<file path="config.mk">
export PLATFORM = sky130hd
export DESIGN_NAME = instr_fetch_queue_flat
export DESIGN_NICKNAME = d
export VERILOG_FILES = /design/src/rtl/fetch_pkg.sv /design/src/rtl/instr_fetch_queue_if.sv /design/src/rtl/fetch_fifo.sv /design/src/rtl/instr_fetch_queue.sv /design/src/flat_wrapper.sv
export SDC_FILE = /design/constraint.sdc
export NUM_CORES = 1
export LEC_CHECK = 0
export ABC_AREA = 1
export CAP_MARGIN = 20
export CORE_ASPECT_RATIO = 0.5
export CORE_UTILIZATION = 56
export DETAILED_ROUTE_END_ITERATION = 16
export GPL_TIMING_DRIVEN = 0
export HOLD_SLACK_MARGIN = 0.12
export PLACE_DENSITY_LB_ADDON = 0.12
export SYNTH_ARGS = -nofsm -noshare
export SYNTH_HDL_FRONTEND = slang
export SYNTH_SLANG_ARGS = --single-unit
</file>
<file path="constraint.sdc">
create_clock -name clk -period 3.8 [get_ports clk]
set_input_delay 0.57 -clock clk [delete_from_list [all_inputs] [get_ports clk]]
set_output_delay 0.57 -clock clk [all_outputs]
set_load 0.005 [all_outputs]
</file>
<file path="src/rtl/fetch_pkg.sv">
// fetch_pkg: shared types and constants for the instruction fetch front end.
//
// Contents:
//   FETCH_D / FETCH_IW / FETCH_DEPTH : default PC width, instruction width, queue depth
//   PTR_W                            : queue index width, $clog2(FETCH_DEPTH)
//   fetch_entry_t                    : one queued word, {instr, pc}
//
// Optional feature macro used elsewhere in this slice: FETCH_BYPASS_EN.
package fetch_pkg;

    localparam int FETCH_D     = 12;
    localparam int FETCH_IW    = 9;
    localparam int FETCH_DEPTH = 4;
    localparam int PTR_W       = $clog2(FETCH_DEPTH);

    // Instruction word tagged with the PC it was fetched from.
    typedef struct packed {
        logic [FETCH_IW-1:0] instr;
        logic [FETCH_D-1:0]  pc;
    } fetch_entry_t;

endpackage

</file>
<file path="src/rtl/instr_fetch_queue_if.sv">
// instr_fetch_queue_if: bundle of every non-clock signal of the fetch front end.
//
// Signals:
//   imem_req, imem_addr   fetch request and address toward instruction memory
//   imem_rdata            word returned exactly one cycle after imem_req
//   redirect_en/_target   taken branch/jump and its new fetch PC
//   halt                  stop fetching (program end)
//   out_valid/out_ready   decode handshake; out_instr/out_pc carry the head entry
//   count                 occupied queue entries
//   done                  halted and fully drained
//
// Modports: master = fetch unit, slave = memory/decode/control side.
//
// Handshake: a word moves to decode on every rising edge where out_valid and
// out_ready are both 1. out_valid never depends on out_ready; out_instr/out_pc
// are stable while out_valid=1 and out_ready=0 (absent a redirect, which
// flushes the queue and drops the offered word).
interface instr_fetch_queue_if
    import fetch_pkg::*;
#(
    parameter int D     = FETCH_D,
    parameter int IW    = FETCH_IW,
    parameter int DEPTH = FETCH_DEPTH
);
    localparam int CW = $clog2(DEPTH) + 1;

    logic          imem_req;
    logic [D-1:0]  imem_addr;
    logic [IW-1:0] imem_rdata;
    logic          redirect_en;
    logic [D-1:0]  redirect_target;
    logic          halt;
    logic          out_valid;
    logic          out_ready;
    logic [IW-1:0] out_instr;
    logic [D-1:0]  out_pc;
    logic [CW-1:0] count;
    logic          done;

    modport master (
        output imem_req, imem_addr, out_valid, out_instr, out_pc, count, done,
        input  imem_rdata, redirect_en, redirect_target, halt, out_ready
    );

    modport slave (
        input  imem_req, imem_addr, out_valid, out_instr, out_pc, count, done,
        output imem_rdata, redirect_en, redirect_target, halt, out_ready
    );

endinterface

</file>
<file path="src/rtl/fetch_fifo.sv">
// fetch_fifo: circular queue of 2**AW entries with an extra wrap bit on each
// pointer, so full (count = 2**AW) and empty (count = 0) are distinguishable.
//
// Ports:
//   clk, reset   rising-edge clock, asynchronous active-low reset
//   flush        empty the queue this edge; wins over wr and rd
//   wr, wr_data  write one entry at the tail (caller never writes when full)
//   rd           advance the head (caller never reads when empty)
//   rd_data      head entry; holds a stale value while empty
//   count        occupied entries, AW+1 bits
module fetch_fifo
    import fetch_pkg::*;
#(
    parameter int WIDTH = $bits(fetch_entry_t),
    parameter int AW    = PTR_W
) (
    input  logic             clk,
    input  logic             reset,
    input  logic             flush,
    input  logic             wr,
    input  logic [WIDTH-1:0] wr_data,
    input  logic             rd,
    output logic [WIDTH-1:0] rd_data,
    output logic [AW:0]      count
);
    localparam int DEPTH = 1 << AW;

    logic [WIDTH-1:0] mem [DEPTH];
    logic [AW:0]      wr_ptr;
    logic [AW:0]      rd_ptr;

    // Storage is reset too, so the head output reads zero straight out of reset.
    always_ff @(posedge clk or negedge reset) begin
        if (!reset) begin
            wr_ptr <= '0;
            rd_ptr <= '0;
            for (int i = 0; i < DEPTH; i++) begin
                mem[i] <= '0;
            end
        end else if (flush) begin
            wr_ptr <= '0;
            rd_ptr <= '0;
        end else begin
            if (wr) begin
                mem[wr_ptr[AW-1:0]] <= wr_data;
                wr_ptr              <= wr_ptr + (AW+1)'(1);
            end
            if (rd) begin
                rd_ptr <= rd_ptr + (AW+1)'(1);
            end
        end
    end

    assign rd_data = mem[rd_ptr[AW-1:0]];
    assign count   = wr_ptr - rd_ptr;

endmodule

</file>
<file path="src/rtl/instr_fetch_queue.sv">
// instr_fetch_queue: sequential instruction fetch front end. Issues one fetch
// per cycle to a synchronous-read instruction memory while queue credit
// remains, buffers returned words tagged with their PC, and offers them to
// decode over out_valid/out_ready. Supports redirect-with-flush and a sticky
// halt that drains the queue and then raises done.
//
// Ports:
//   clk    rising-edge clock
//   reset  asynchronous active-low reset
//   bus    instr_fetch_queue_if.master (imem_*, redirect_*, halt, out_*, count, done)
//
// Optional feature: define FETCH_BYPASS_EN to forward a returning word straight
// to decode in the cycle it arrives when the queue is empty.
module instr_fetch_queue
    import fetch_pkg::*;
#(
    parameter int D     = FETCH_D,
    parameter int IW    = FETCH_IW,
    parameter int DEPTH = FETCH_DEPTH
) (
    input  logic                  clk,
    input  logic                  reset,
    instr_fetch_queue_if.master   bus
);
    localparam int            AW      = $clog2(DEPTH);
    localparam int            CW      = AW + 1;
    localparam logic [CW:0]   DEPTH_C = (CW+1)'(DEPTH);

    logic [D-1:0]  fpc;
    logic [D-1:0]  pc_tag;
    logic          inflight;
    logic          halt_q;
    logic          done_q;

    logic [CW-1:0] fifo_count;
    logic          fifo_valid;
    fetch_entry_t  head;
    fetch_entry_t  wr_entry;

    logic          halted;
    logic [CW:0]   credit_used;
    logic          issue;
    logic          resp;
    logic          bypass;
    logic          fifo_wr;
    logic          fifo_rd;
    logic [CW-1:0] count_next;

    always_comb begin
        halted      = halt_q | bus.halt;
        // A pop in this same cycle is deliberately not credited: the issue
        // decision then depends only on registered state plus redirect/halt.
        credit_used = {1'b0, fifo_count} + {{CW{1'b0}}, inflight};
        // Gated by reset so no request leaves while reset is held.
        issue       = reset & ~halted & ~bus.redirect_en & (credit_used < DEPTH_C);
        // A response arriving under a redirect belongs to the old path.
        resp        = inflight & ~bus.redirect_en;
        fifo_valid  = (fifo_count != '0);

        wr_entry.instr = bus.imem_rdata;
        wr_entry.pc    = pc_tag;

`ifdef FETCH_BYPASS_EN
        bypass = resp & ~fifo_valid;
`else
        bypass = 1'b0;
`endif
        // A bypassed word taken by decode this cycle is never stored.
        fifo_wr    = resp & ~(bypass & bus.out_ready);
        fifo_rd    = fifo_valid & bus.out_ready & ~bus.redirect_en;
        count_next = bus.redirect_en ? '0
                   : fifo_count + CW'(fifo_wr) - CW'(fifo_rd);
    end

    fetch_fifo #(
        .WIDTH ($bits(fetch_entry_t)),
        .AW    (AW)
    ) u_fifo (
        .clk     (clk),
        .reset   (reset),
        .flush   (bus.redirect_en),
        .wr      (fifo_wr),
        .wr_data (wr_entry),
        .rd      (fifo_rd),
        .rd_data (head),
        .count   (fifo_count)
    );

    always_ff @(posedge clk or negedge reset) begin
        if (!reset) begin
            fpc      <= '0;
            pc_tag   <= '0;
            inflight <= 1'b0;
            halt_q   <= 1'b0;
            done_q   <= 1'b0;
        end else begin
            halt_q <= halted;
            // While halted nothing issues, so the next in-flight flag is 0 and
            // done only waits for the queue to empty. Using the next-state
            // count makes done rise in the first cycle the queue is empty.
            done_q <= done_q | (halted & (count_next == '0));
            if (bus.redirect_en) begin
                fpc      <= bus.redirect_target;
                inflight <= 1'b0;
            end else begin
                inflight <= issue;
                if (issue) begin
                    pc_tag <= fpc;
                    fpc    <= fpc + D'(1);
                end
            end
        end
    end

    assign bus.imem_req  = issue;
    assign bus.imem_addr = fpc;
    assign bus.out_valid = fifo_valid | bypass;
    assign bus.out_instr = bypass ? bus.imem_rdata : head.instr;
    assign bus.out_pc    = bypass ? pc_tag         : head.pc;
    assign bus.count     = fifo_count;
    assign bus.done      = done_q;

endmodule
</file>
<file path="src/flat_wrapper.sv">
// flat-port wrapper written by rule: the top's interface ports become plain ports
module instr_fetch_queue_flat import fetch_pkg::*;
#(
    parameter int D     = FETCH_D,
    parameter int IW    = FETCH_IW,
    parameter int DEPTH = FETCH_DEPTH
)
  (clk, reset, bus_imem_req, bus_imem_addr, bus_out_valid, bus_out_instr, bus_out_pc, bus_count, bus_done, bus_imem_rdata, bus_redirect_en, bus_redirect_target, bus_halt, bus_out_ready);
  instr_fetch_queue_if #(.D(D), .IW(IW), .DEPTH(DEPTH)) bus_i ();
  input  logic clk;
  input  logic reset;
  output wire logic [$bits(bus_i.imem_req)-1:0] bus_imem_req;
  output wire logic [$bits(bus_i.imem_addr)-1:0] bus_imem_addr;
  output wire logic [$bits(bus_i.out_valid)-1:0] bus_out_valid;
  output wire logic [$bits(bus_i.out_instr)-1:0] bus_out_instr;
  output wire logic [$bits(bus_i.out_pc)-1:0] bus_out_pc;
  output wire logic [$bits(bus_i.count)-1:0] bus_count;
  output wire logic [$bits(bus_i.done)-1:0] bus_done;
  input wire logic [$bits(bus_i.imem_rdata)-1:0] bus_imem_rdata;
  input wire logic [$bits(bus_i.redirect_en)-1:0] bus_redirect_en;
  input wire logic [$bits(bus_i.redirect_target)-1:0] bus_redirect_target;
  input wire logic [$bits(bus_i.halt)-1:0] bus_halt;
  input wire logic [$bits(bus_i.out_ready)-1:0] bus_out_ready;
  assign bus_imem_req = bus_i.imem_req;
  assign bus_imem_addr = bus_i.imem_addr;
  assign bus_out_valid = bus_i.out_valid;
  assign bus_out_instr = bus_i.out_instr;
  assign bus_out_pc = bus_i.out_pc;
  assign bus_count = bus_i.count;
  assign bus_done = bus_i.done;
  assign bus_i.imem_rdata = bus_imem_rdata;
  assign bus_i.redirect_en = bus_redirect_en;
  assign bus_i.redirect_target = bus_redirect_target;
  assign bus_i.halt = bus_halt;
  assign bus_i.out_ready = bus_out_ready;
  instr_fetch_queue #(.D(D), .IW(IW), .DEPTH(DEPTH)) u_core (.clk(clk), .reset(reset), .bus(bus_i));
endmodule
</file>
==> run metrics, run 1 <==
status complete, no violations; Remaining Overflow, GRT 0; P_int approximately 2.5 mW; fmax 0.275 GHz; port bufs 64; hold wc startpoint u_core.halt_q$_DFF_PN0_; first-pass GRT wire length 24,000 microns; Setup CP Type reg2out; row count 25; initial antenna violation count 0; Yosys Warn Count 0; combinational power share 0.211; Cell Pwr Density about 500 mW/mm^2; R2R cell count 16; routability cong. 0.854; Pre-antenna DRT Iters 5; cell area after synthesis approximately 0.0056 sq mm; clk sinks between 100 and 150; vias in the first global route 4,824; Syn-to-layout area delta 25.0%; sum of buffers and inverters on the critical path 5; Layout fillers roughly 740; die area 0.0104 sq mm; CP Cell Sequence inv_1, ha_1, fa_1, inv_1, nand3_1, nand2_1, inv_1, ha_1, a21oi_2, nand3_4, inv_2, clkdlybuf4s50_1; NetSw around 0.97 mW; Synth Area per Inst 8.31 sq um; starting density of the core 0.586; post-DP HPWL slightly below 10,000 microns; max-cap viol count 0; Switching Fraction 0.277; period utilisation layout 0.959; CTS tree built; top_reg_cell synth dfrtp_1; number of placed I/O pins 65; Flop pwr share 0.376; core area 0.00957 sq mm; leakage 3.29 nW; share of cells above drive strength 1 0.0890; commonest non-fill, non-tap cells in the layout 186 x nand2_1, 133 x o21ai_0, 117 x dfrtp_1; Critical Path Max Stage Delay a little over 500 ps; final std cell area, no fill ~0.0070 sq mm; Remaining DRCs 0; Clock transition at path regs 50 ps; Post-synth EDFFs 0; worst IR drop on VDD 0.332 mV; CTS H-tree depth 4; ys async rst share 1.00; number of synthesized register bits 117; remaining antenna violation count 0; Crit path top cell by count inv_1; gr usage total 0.308; Crit. End Element output pin; Detailed Route Iter0 Violations 430; Hold Violations, Final 0; n_diodes 0; Die Y between 70 and 80 microns; Cell Area, Placed approximately 0.0064 sq mm; post-synth cell types 34; gate count of the mapped netlist 675; Syn Nets between 700 and 800; clk_lat worst skew approximately 420 ps; startpoint types register; flop2flop setup slack around 530 ps; Reg2Reg Launch Point u_core.u_fifo.wr_ptr[0]$_DFFE_PN0P_; critical path arrival 3070 ps; minimum clock period between 3000 and 4000 ps; commonest non-fill, non-tap cell in the layout nand2_1; Clock Tree Root clkbuf_16; Worst Path Required 3230 ps; Setup-failing EPs final 0; hold crit path type reg2reg; Seq/Total Area, Yosys 0.522; Nets 801; critical path fanouts, max 5; final wirelength roughly 15,000 microns; Hold EP u_core.halt_q$_DFF_PN0_; width of the die around 140 microns; Reg-to-Reg End u_core.bus.done$_DFF_PN0_; relative slew slack 0.620; Fin Hold WS between 400 and 500 ps; Max Transition Viols Final 0; clk_skew 7.91 ps; Hold Path Stages 2; largest net degree at the start of global routing 75; Clk pwr share 0.413; CP max-delay cell clkdlybuf4s50_1; Max Root-Sink Buffers 2; vias 5,011; CP top delay family buffers and inverters; slew at the pin closest to its max-slew limit between 500 and 600 ps; Via density roughly 5.5; Avg WL per Cell 16.1 microns; CTS buffer count 17
==> synth_stat cells, types with 2 or more instances <==
library cell	number	area, sq um
o21ai_0	133	666
nor2_2	3	18.8
a21oi_1	3	15.0
buf_2	10	50.1
dfrtp_1	117	2930
inv_1	49	184
nor2_1	53	199
nand4_1	5	31.3
nand2_1	186	698
ha_1	10	125
o21ai_2	9	78.8
clkbuf_1	22	82.6
buf_6	4	45.0
fa_1	2	40.0
o22ai_1	21	131
nand3_1	28	140
nand2_2	2	12.5
nand3_2	2	20.0
==> registers in the layout (all words and copies together) (netlist names) <==
| register | cells |
|---|---|
| u_core.bus.done | 1 |
| u_core.u_fifo.rd_ptr | 3 |
| u_core.u_fifo.mem | 84 |
| u_core.u_fifo.wr_ptr | 3 |
| u_core.halt_q | 1 |
| u_core.pc_tag | 12 |
| u_core.inflight | 1 |
| u_core.bus.imem_addr | 12 |
==> worst reg2reg max path, cell delays in order, from the launching register on <==
cell,delay [ps]
dfrtp_1,400
inv_1,110
ha_1,220
fa_1,430
inv_1,100
nand3_1,110
nand2_1,120
nand3_1,170
nand2_1,190
nor2_1,60
ha_1,290
inv_1,40
ha_1,180
inv_1,60
fa_1,410
a31oi_1,190
o21bai_1,80
==> how the worst max path moves through the flow <==
stage,start,endpoint,slack (ps),cells after the start
6_report,u_core.u_fifo.wr_ptr[0]$_DFFE_PN0P_,bus_imem_req,160,12
5_1_grt,u_core.u_fifo.wr_ptr[0]$_DFFE_PN0P_,bus_imem_req,-10,12
4_1_cts,u_core.u_fifo.wr_ptr[0]$_DFFE_PN0P_,bus_imem_req,30,12
3_5_place_dp,u_core.u_fifo.wr_ptr[0]$_DFFE_PN0P_,bus_imem_req,480,12
3_3_place_gp,reset,bus_imem_req,-3450,6
2_1_floorplan,u_core.u_fifo.wr_ptr[0]$_DFFE_PN0P_,u_core.bus.done$_DFF_PN0_,860,17
==> power by group through the flow <==
| stage | clock, mW | combinational, mW | sequential [mW] |
|---|---|---|---|
| final | 1.44 | 0.737 | 1.31 |
| after global routing | 1.51 | 0.815 | 1.32 |
| after CTS | 1.45 | 0.737 | 1.31 |
| after detailed placement | 0 | 0.730 | 1.33 |
| after global placement | 0 | 0.712 | 1.33 |
| after floorplan | 0 | 0.372 | 1.32 |
==> per-layer routing <==
layer  share of wire  vias up  GRT usage
li1                -     2389          -
met1            0.46     2394      0.414
met2            0.46      205      0.495
met3           0.070       23     0.0722
met4           0.015        0      0.109
met5               0        -          0
==> area by class of cell <==
class                           instances  area [sq um]  share of cell area
Multi-Input combinational cell        470          2300               0.329
Inverter                               50           188              0.0268
Buffer                                 38           189              0.0269
Sequential cell                       117          2930               0.418
Clock buffer                           27           513              0.0732
Timing Repair Buffer                   69           702               0.100
Tap cell                              135           169              0.0241
Clock inverter                          4          20.0             0.00286
==> kinds of logic (layout without fill, tap and decap cells) <==
logic type	count (synthesis)	in the layout	synth area share
AND/OR/NAND/NOR	284	284	0.212
AO/OA/AOI/OAI	172	172	0.167
adder cells (fa/ha/maj)	12	12	0.0295
buffers and inverters	88	188	0.0672
XOR/XNOR	2	2	0.00312
flip-flops	117	117	0.522
==> what timing repair did <==
action | CTS | global route
hold buffers | 1 | 0
resized for setup | 0 | 1
buffers inserted | 0 | 3
endpoints found under the setup margin | 0 | 1
endpoints found under the hold margin | 44 | 0
==> stage by stage <==
stage	TNS [ps]	setup slack, ps	std cells	total power, mW	utilization
final	0	157	910	3.49	0.733
after global routing	-13.2	-13.2	910	3.64	0.733
after CTS	0	30.9	907	3.49	0.730
after detailed placement	0	477	875	2.06	0.673
after global placement	-343810	-3450	874	2.04	0.670
after floorplan	0	859	675	1.69	-
Power figures use the tool's default switching activity.
==> inputs of run 2 (changes only) <==
- ABC_AREA: 1 -> not set
==> run 2 against run 1 <==
Net effect: power is 3.6% lower; sequential share of layout area rose by 0.15 points; clock power up 3%; non-clock buffer count is 8 lower; worst hold slack worse by 300 ps; global-route usage decreased by 4.9 points; core utilization up 0.73 points; sequential power about the same; combinational power shrank 21%; fmax decreased by 0.48%; clock skew is 1.5 ps lower; first-iteration DRC count shrank 61%; largest cell class unchanged; largest power group unchanged.
==> run metrics, run 2 <==
ys async rst share 1.00 (unchanged); clk sinks 117 (unchanged); initial antenna violation count 0 (unchanged); startpoint types register; Place WS 32.0 ps (-445 ps); routability cong. 0.862 (+0.95%); max-cap viol count 0 (unchanged); Max Transition Viols Final 0 (unchanged); setup TNS 0 ps (unchanged); Detailed Route Iter0 Violations 167 (-61%); Remaining Overflow, GRT 0 (unchanged); count leader, synth dfrtp_1; Nets 515 (-36%); Clock transition at path regs 50 ps (about the same); remaining antenna violation count 0 (unchanged); largest net degree at the start of global routing 79 (+5.3%); CTS H-tree depth 4 (unchanged); Hold Violations, Final 0 (unchanged); width of the die 142 microns (-1.3%); Cell Area, Placed 0.00630 sq mm (-2.3%); Setup CP Type reg2out; post-DP HPWL 7740 microns (-20%); area leader, netlist dfrtp_1; port bufs 64 (unchanged); Syn Nets 419 (-41%); most instantiated cells after synthesis 117 x dfrtp_1, 96 x mux2_2, 21 x mux4_2; commonest non-fill, non-tap cells in the layout 116 x dfrtp_1, 96 x mux2_2, 63 x clkdlybuf4s50_1; Worst Path Required 3230 ps (about the same); row count 25 (unchanged); number of placed I/O pins 65 (unchanged); Util after Layout 0.740 (+0.00732); Fin Hold WS 158 ps (-297 ps); gr usage total 0.259 (-0.0489); CTS tree built; top_reg_cell synth dfrtp_1; starting density of the core 0.578 (-0.00760); vias in the first global route 3,833 (-21%); Pre-antenna DRT Iters 5 (unchanged); gate count of the mapped netlist 381 (-44%); Yosys Warn Count 0 (unchanged); max FFs per register 84 (unchanged); Post-synth EDFFs 0 (unchanged); Syn-to-layout area delta 27.9%; critical path arrival 3090 ps (+20 ps); Seq/Total Area, Yosys 0.536 (+0.0139); worst IR drop on VDD 0.372 mV (+12%); Synth Area per Inst 14.3 sq um (+73%); Avg WL per Cell 19.0 microns (+18%); Cell Pwr Density 482 mW/mm^2 (-3.3%); fmax 0.273 GHz (-0.48%); commonest non-fill, non-tap cell in the layout dfrtp_1; cell area after synthesis 0.00546 sq mm (-2.6%); critical path fanouts, max 9 (+4); share of cells above drive strength 1 0.369 (+0.280); core area 0.00945 sq mm (-1.3%); Die Y 71.8 microns (-1.3%); Crit. End Element output pin; slew at the pin closest to its max-slew limit 769 ps (+198 ps); Remaining DRCs 0 (unchanged); clk_lat worst skew 400 ps (-20 ps); Cells after DPL 581 (-34%); Synth area leaders dfrtp_1 54%, mux2_2 20%, mux4_2 8.7%; Via density 5.81 (+5.5%); final setup margin 140 ps (-17.5 ps); period utilisation layout 0.963 (+0.00462); Post-Layout Cell Count 625 (-31%); hold crit path type in2async; die area 0.0102 sq mm (-2.5%); relative slew slack 0.487 (-0.132); status complete, no violations; CTS buffer count 17 (unchanged); Setup-failing EPs final 0 (unchanged); final std cell area, no fill 0.00699 sq mm (-0.32%); post-synth cell types 37 (+8.8%); Hold Buf Count CTS 0 (-1); RSZ-0062 raised after global routing false; vias 3,630 (-28%); Clock Tree Root clkbuf_16; Max Root-Sink Buffers 2 (unchanged); share of the synthesized area in the top cell type 0.536 (+0.0139); clk_skew 6.38 ps (-1.53 ps); overall power 3.37 mW (-3.6%); leakage 3.25 nW (-1.3%); final wirelength 11,900 microns (-19%); Largest Register u_core.u_fifo.mem; minimum clock period 3660 ps (+17.5 ps); number of synthesized register bits 117 (unchanged); first-pass GRT wire length 19,400 microns (-19%); n_diodes 0 (unchanged)
run 2: changes by cell type after synthesis, sizes merged, moves of 29 or more:
| cell | previous run | this run |
|---|---|---|
| nor2 | 57 | 20 |
| o21ai | 143 | 2 |
| nand3 | 31 | 2 |
| inv | 50 | 11 |
| mux2 | 0 | 96 |
| nand2 | 189 | 8 |
run 2: area by class of cell:
cell class                      count  area (sq um)
Inverter                           11          41.3
Clock buffer                       22           474
Buffer                             22           116
Clock inverter                     10          80.1
Tap cell                          135           169
Timing Repair Buffer               77           756
Fill cell                         591          2460
Multi-Input combinational cell    231          2420
Sequential cell                   117          2930
run 2: worst paths after layout:
check                                               startpoint                                 to  depth (start not counted)  slack, ps
min in group clk             u_core.u_fifo.mem[23]$_DFFE_PN0P_  u_core.u_fifo.mem[23]$_DFFE_PN0P_                          1        500
hold reg to reg              u_core.u_fifo.mem[23]$_DFFE_PN0P_  u_core.u_fifo.mem[23]$_DFFE_PN0P_                          1        500
max in group asynchronous                                reset  u_core.u_fifo.mem[69]$_DFFE_PN0P_                          2       2880
setup reg to reg           u_core.u_fifo.wr_ptr[0]$_DFFE_PN0P_          u_core.bus.done$_DFF_PN0_                         15        410
setup / recovery           u_core.u_fifo.wr_ptr[0]$_DFFE_PN0P_                       bus_imem_req                         10        140
hold / removal                                           reset  u_core.u_fifo.mem[75]$_DFFE_PN0P_                          1        160
run 2: per-layer routing:
layer	wire length, microns	track usage	up-vias
li1	-	-	1630
met4	133	0.100	0
met5	0	0	-
met1	5460	0.347	1869
met3	542	0.0555	15
met2	5750	0.422	116
run 2: power breakdown:
| part | switching [mW] | leakage [nW] | internal [mW] |
|---|---|---|---|
| clock | 0.544 | 0.275 | 0.941 |
| combinational | 0.290 | 1.39 | 0.289 |
| sequential | 0.0332 | 1.59 | 1.27 |
| total | 0.867 | 3.25 | 2.50 |
run 2: timing repair:
action	CTS	global route
pin swaps	3	2
endpoints found under the setup margin	1	1
buffers inserted	5	7
resized for setup	6	6
run 2: logic make-up (layout without fill, tap and decap cells):
logic type | count (synthesis) | after routing | share of synthesized area
compound gates | 32 | 32 | 0.0419
fa+ha+maj | 12 | 12 | 0.0302
xor+xnor | 6 | 6 | 0.0126
simple gates | 62 | 62 | 0.0641
flops | 117 | 117 | 0.536
mux | 119 | 119 | 0.288
buf+inv | 33 | 142 | 0.0270
run 2: worst max-delay path: stages, from the launching register on:
cell,delay [ps]
dfrtp_1,350
inv_1,90
ha_2,210
fa_2,380
xor3_2,270
ha_4,200
nor4b_4,350
o21ai_4,130
buf_8,170
inv_1,50
clkdlybuf4s50_1,490
==> inputs of run 3 (changes only) <==
- SETUP_SLACK_MARGIN: not set -> 0.15
==> run 3 against run 2 <==
Net effect: sequential power hardly changed; core utilization decreased by 0.36 points; worst setup slack better by 37 ps; sequential cell count unchanged; first-iteration DRC count increased by 14%; fmax is 1.0% higher; routed wire length grew 0.90%; global-route usage increased by 0.34 points; power increased by 0.14%; critical path depth did not move; clock skew rose by 0.99 ps; critical path type unchanged; largest cell class unchanged; largest power group unchanged.
==> run metrics, run 3 (synthesized netlist as in run 2, its figures left out) <==
CTS tree built; Cells after DPL 581 (unchanged); Clock Tree Root clkbuf_16; P_int 2.50 mW (about the same); max-cap viol count 0 (unchanged); Worst Path Required 3230 ps (about the same); CTS buffer count 17 (unchanged); first-pass GRT wire length 19,600 microns (+1.1%); clk sinks 117 (unchanged); Clock transition at path regs 50 ps (about the same); Setup-failing EPs final 0 (unchanged); post-DP HPWL 7740 microns (unchanged); vias in the first global route 3,857 (+0.63%); Post-Layout Cell Count 621 (-0.64%); NetSw 0.871 mW (+0.43%); fmax 0.276 GHz (+1.0%); Largest Register u_core.u_fifo.mem; port bufs 64 (unchanged); Hold Violations, Final 0 (unchanged); final wirelength 12,000 microns (+0.90%); max FFs per register 84 (unchanged); critical path fanouts, max 3 (-6); Max Root-Sink Buffers 2 (unchanged); startpoint types register; n_diodes 0 (unchanged); slew at the pin closest to its max-slew limit 758 ps (-11.3 ps); Cell Pwr Density 485 mW/mm^2 (+0.62%); Remaining DRCs 0 (unchanged); CP max-delay cell clkdlybuf4s50_1; period utilisation layout 0.953 (-0.00976); Via density 5.80 (-0.16%); initial antenna violation count 0 (unchanged); row count 25 (unchanged); Die Y 71.8 microns (unchanged); status complete, no violations; gr usage total 0.262 (+0.00335); largest net degree at the start of global routing 79 (unchanged); share of cells above drive strength 1 0.364 (-0.00519); CTS H-tree depth 4 (unchanged); leakage 3.23 nW (-0.52%); Critical Path Max Stage Delay 490 ps (about the same); Layout fillers 591 (unchanged); Avg WL per Cell 19.3 microns (+1.6%); Syn-to-layout area delta 27.3%; relative slew slack 0.495 (+0.00750); combinational power share 0.173 (about the same); worst IR drop on VDD 0.372 mV (about the same); vias 3,601 (-0.80%); Switching Fraction 0.258 (+0.000748); clk_skew 7.36 ps (+0.987 ps); routability cong. 0.862 (unchanged); critical path arrival 3050 ps (-40 ps); Crit. End Element output pin; remaining antenna violation count 0 (unchanged); starting density of the core 0.578 (unchanged); die area 0.0102 sq mm (unchanged); hold crit path type in2async; number of placed I/O pins 65 (unchanged); Max Transition Viols Final 0 (unchanged); core area 0.00945 sq mm (unchanged); Pre-antenna DRT Iters 4 (-1); Setup CP Type reg2out; commonest non-fill, non-tap cell in the layout dfrtp_1; Flop pwr share 0.387 (about the same); minimum clock period 3620 ps (-37.1 ps); Fin Hold WS 157 ps (-0.389 ps); Nets 511 (-0.78%); RSZ-0062 raised after global routing true; clk_lat worst skew 400 ps (about the same); CP Cell Sequence inv_1, ha_2, fa_2, xor3_2, ha_4, nor4b_4, o21ai_4, buf_6, inv_1, clkdlybuf4s50_1; Clk pwr share 0.440 (about the same); Remaining Overflow, GRT 0 (unchanged); Detailed Route Iter0 Violations 190 (+14%); Crit path top cell by count inv_1; commonest non-fill, non-tap cells in the layout 116 x dfrtp_1, 96 x mux2_2, 63 x clkdlybuf4s50_1; width of the die 142 microns (unchanged)
==> run 3: cell type report <==
class                      instances  area, sq um  area share
inverter                          11         41.3     0.00594
timing repair buffer              73          726       0.104
clock buffer                      22          474      0.0682
tap                              135          169      0.0243
clock inverter                    10         80.1      0.0115
sequential                       117         2930       0.421
multi-input combinational        231         2420       0.348
buffer                            22          113      0.0162
==> run 3: repair_timing <==
action,in CTS,in global routing
pin swaps,4,1
setup endpoints to repair,1,1
setup buffers,7,1
hold endpoints to repair,0,0
hold buffers,0,0
gates resized for setup,9,2
==> run 3: critical path: cells and delay by family (launching register included) <==
kind	cells	cell delay, ps
AOI/OAI and AO/OA	1	110
buffers and inverters	4	770
xor gates and xnor gates	1	270
DFF	1	350
and+or+nand+nor	1	360
adders and majority gates	3	790
==> run 3: routing by layer <==
metal / track usage / wire length (microns) / vias to the layer above
met1: 0.352 / 5630 / 1876
met3: 0.0555 / 456 / 14
met2: 0.427 / 5770 / 97
li1: - / - / 1614
met4: 0.100 / 136 / 0
met5: 0 / 0 / -
==> run 3: metrics by stage <==
step	setup WS, ps	total power, mW	cell area, sq um	util	TNS (ps)
after detailed placement	32.0	1.86	6300	0.667	0
after CTS	156	3.39	6950	0.735	0
after global routing	73.8	3.51	6960	0.736	0
after global placement	-3150	1.84	6270	0.664	-298400
after floorplan	565	1.64	5460	-	0
final	177	3.37	6960	0.736	0
==> run 3: power by group through the flow <==
stage               clock (mW)  sequential [mW]  combinational, mW
global route              1.56             1.31              0.633
global placement             0             1.33              0.506
floorplan                    0             1.32              0.320
detailed placement           0             1.33              0.523
finish                    1.48             1.31              0.583
CTS                       1.50             1.30              0.580
==> run 3: path summary, 6_finish.rpt <==
path	from	end	slack (ps)	cells after the start
worst max-delay path	u_core.u_fifo.wr_ptr[0]$_DFFE_PN0P_	bus_imem_req	180	10
worst min-delay path	reset	u_core.u_fifo.mem[75]$_DFFE_PN0P_	160	1
worst max register to register	u_core.u_fifo.wr_ptr[0]$_DFFE_PN0P_	u_core.bus.done$_DFF_PN0_	390	15
worst min register to register	u_core.u_fifo.mem[23]$_DFFE_PN0P_	u_core.u_fifo.mem[23]$_DFFE_PN0P_	500	1
max in group asynchronous	reset	u_core.u_fifo.wr_ptr[1]$_DFFE_PN0P_	2890	2
min in group clk	u_core.u_fifo.mem[23]$_DFFE_PN0P_	u_core.u_fifo.mem[23]$_DFFE_PN0P_	500	1
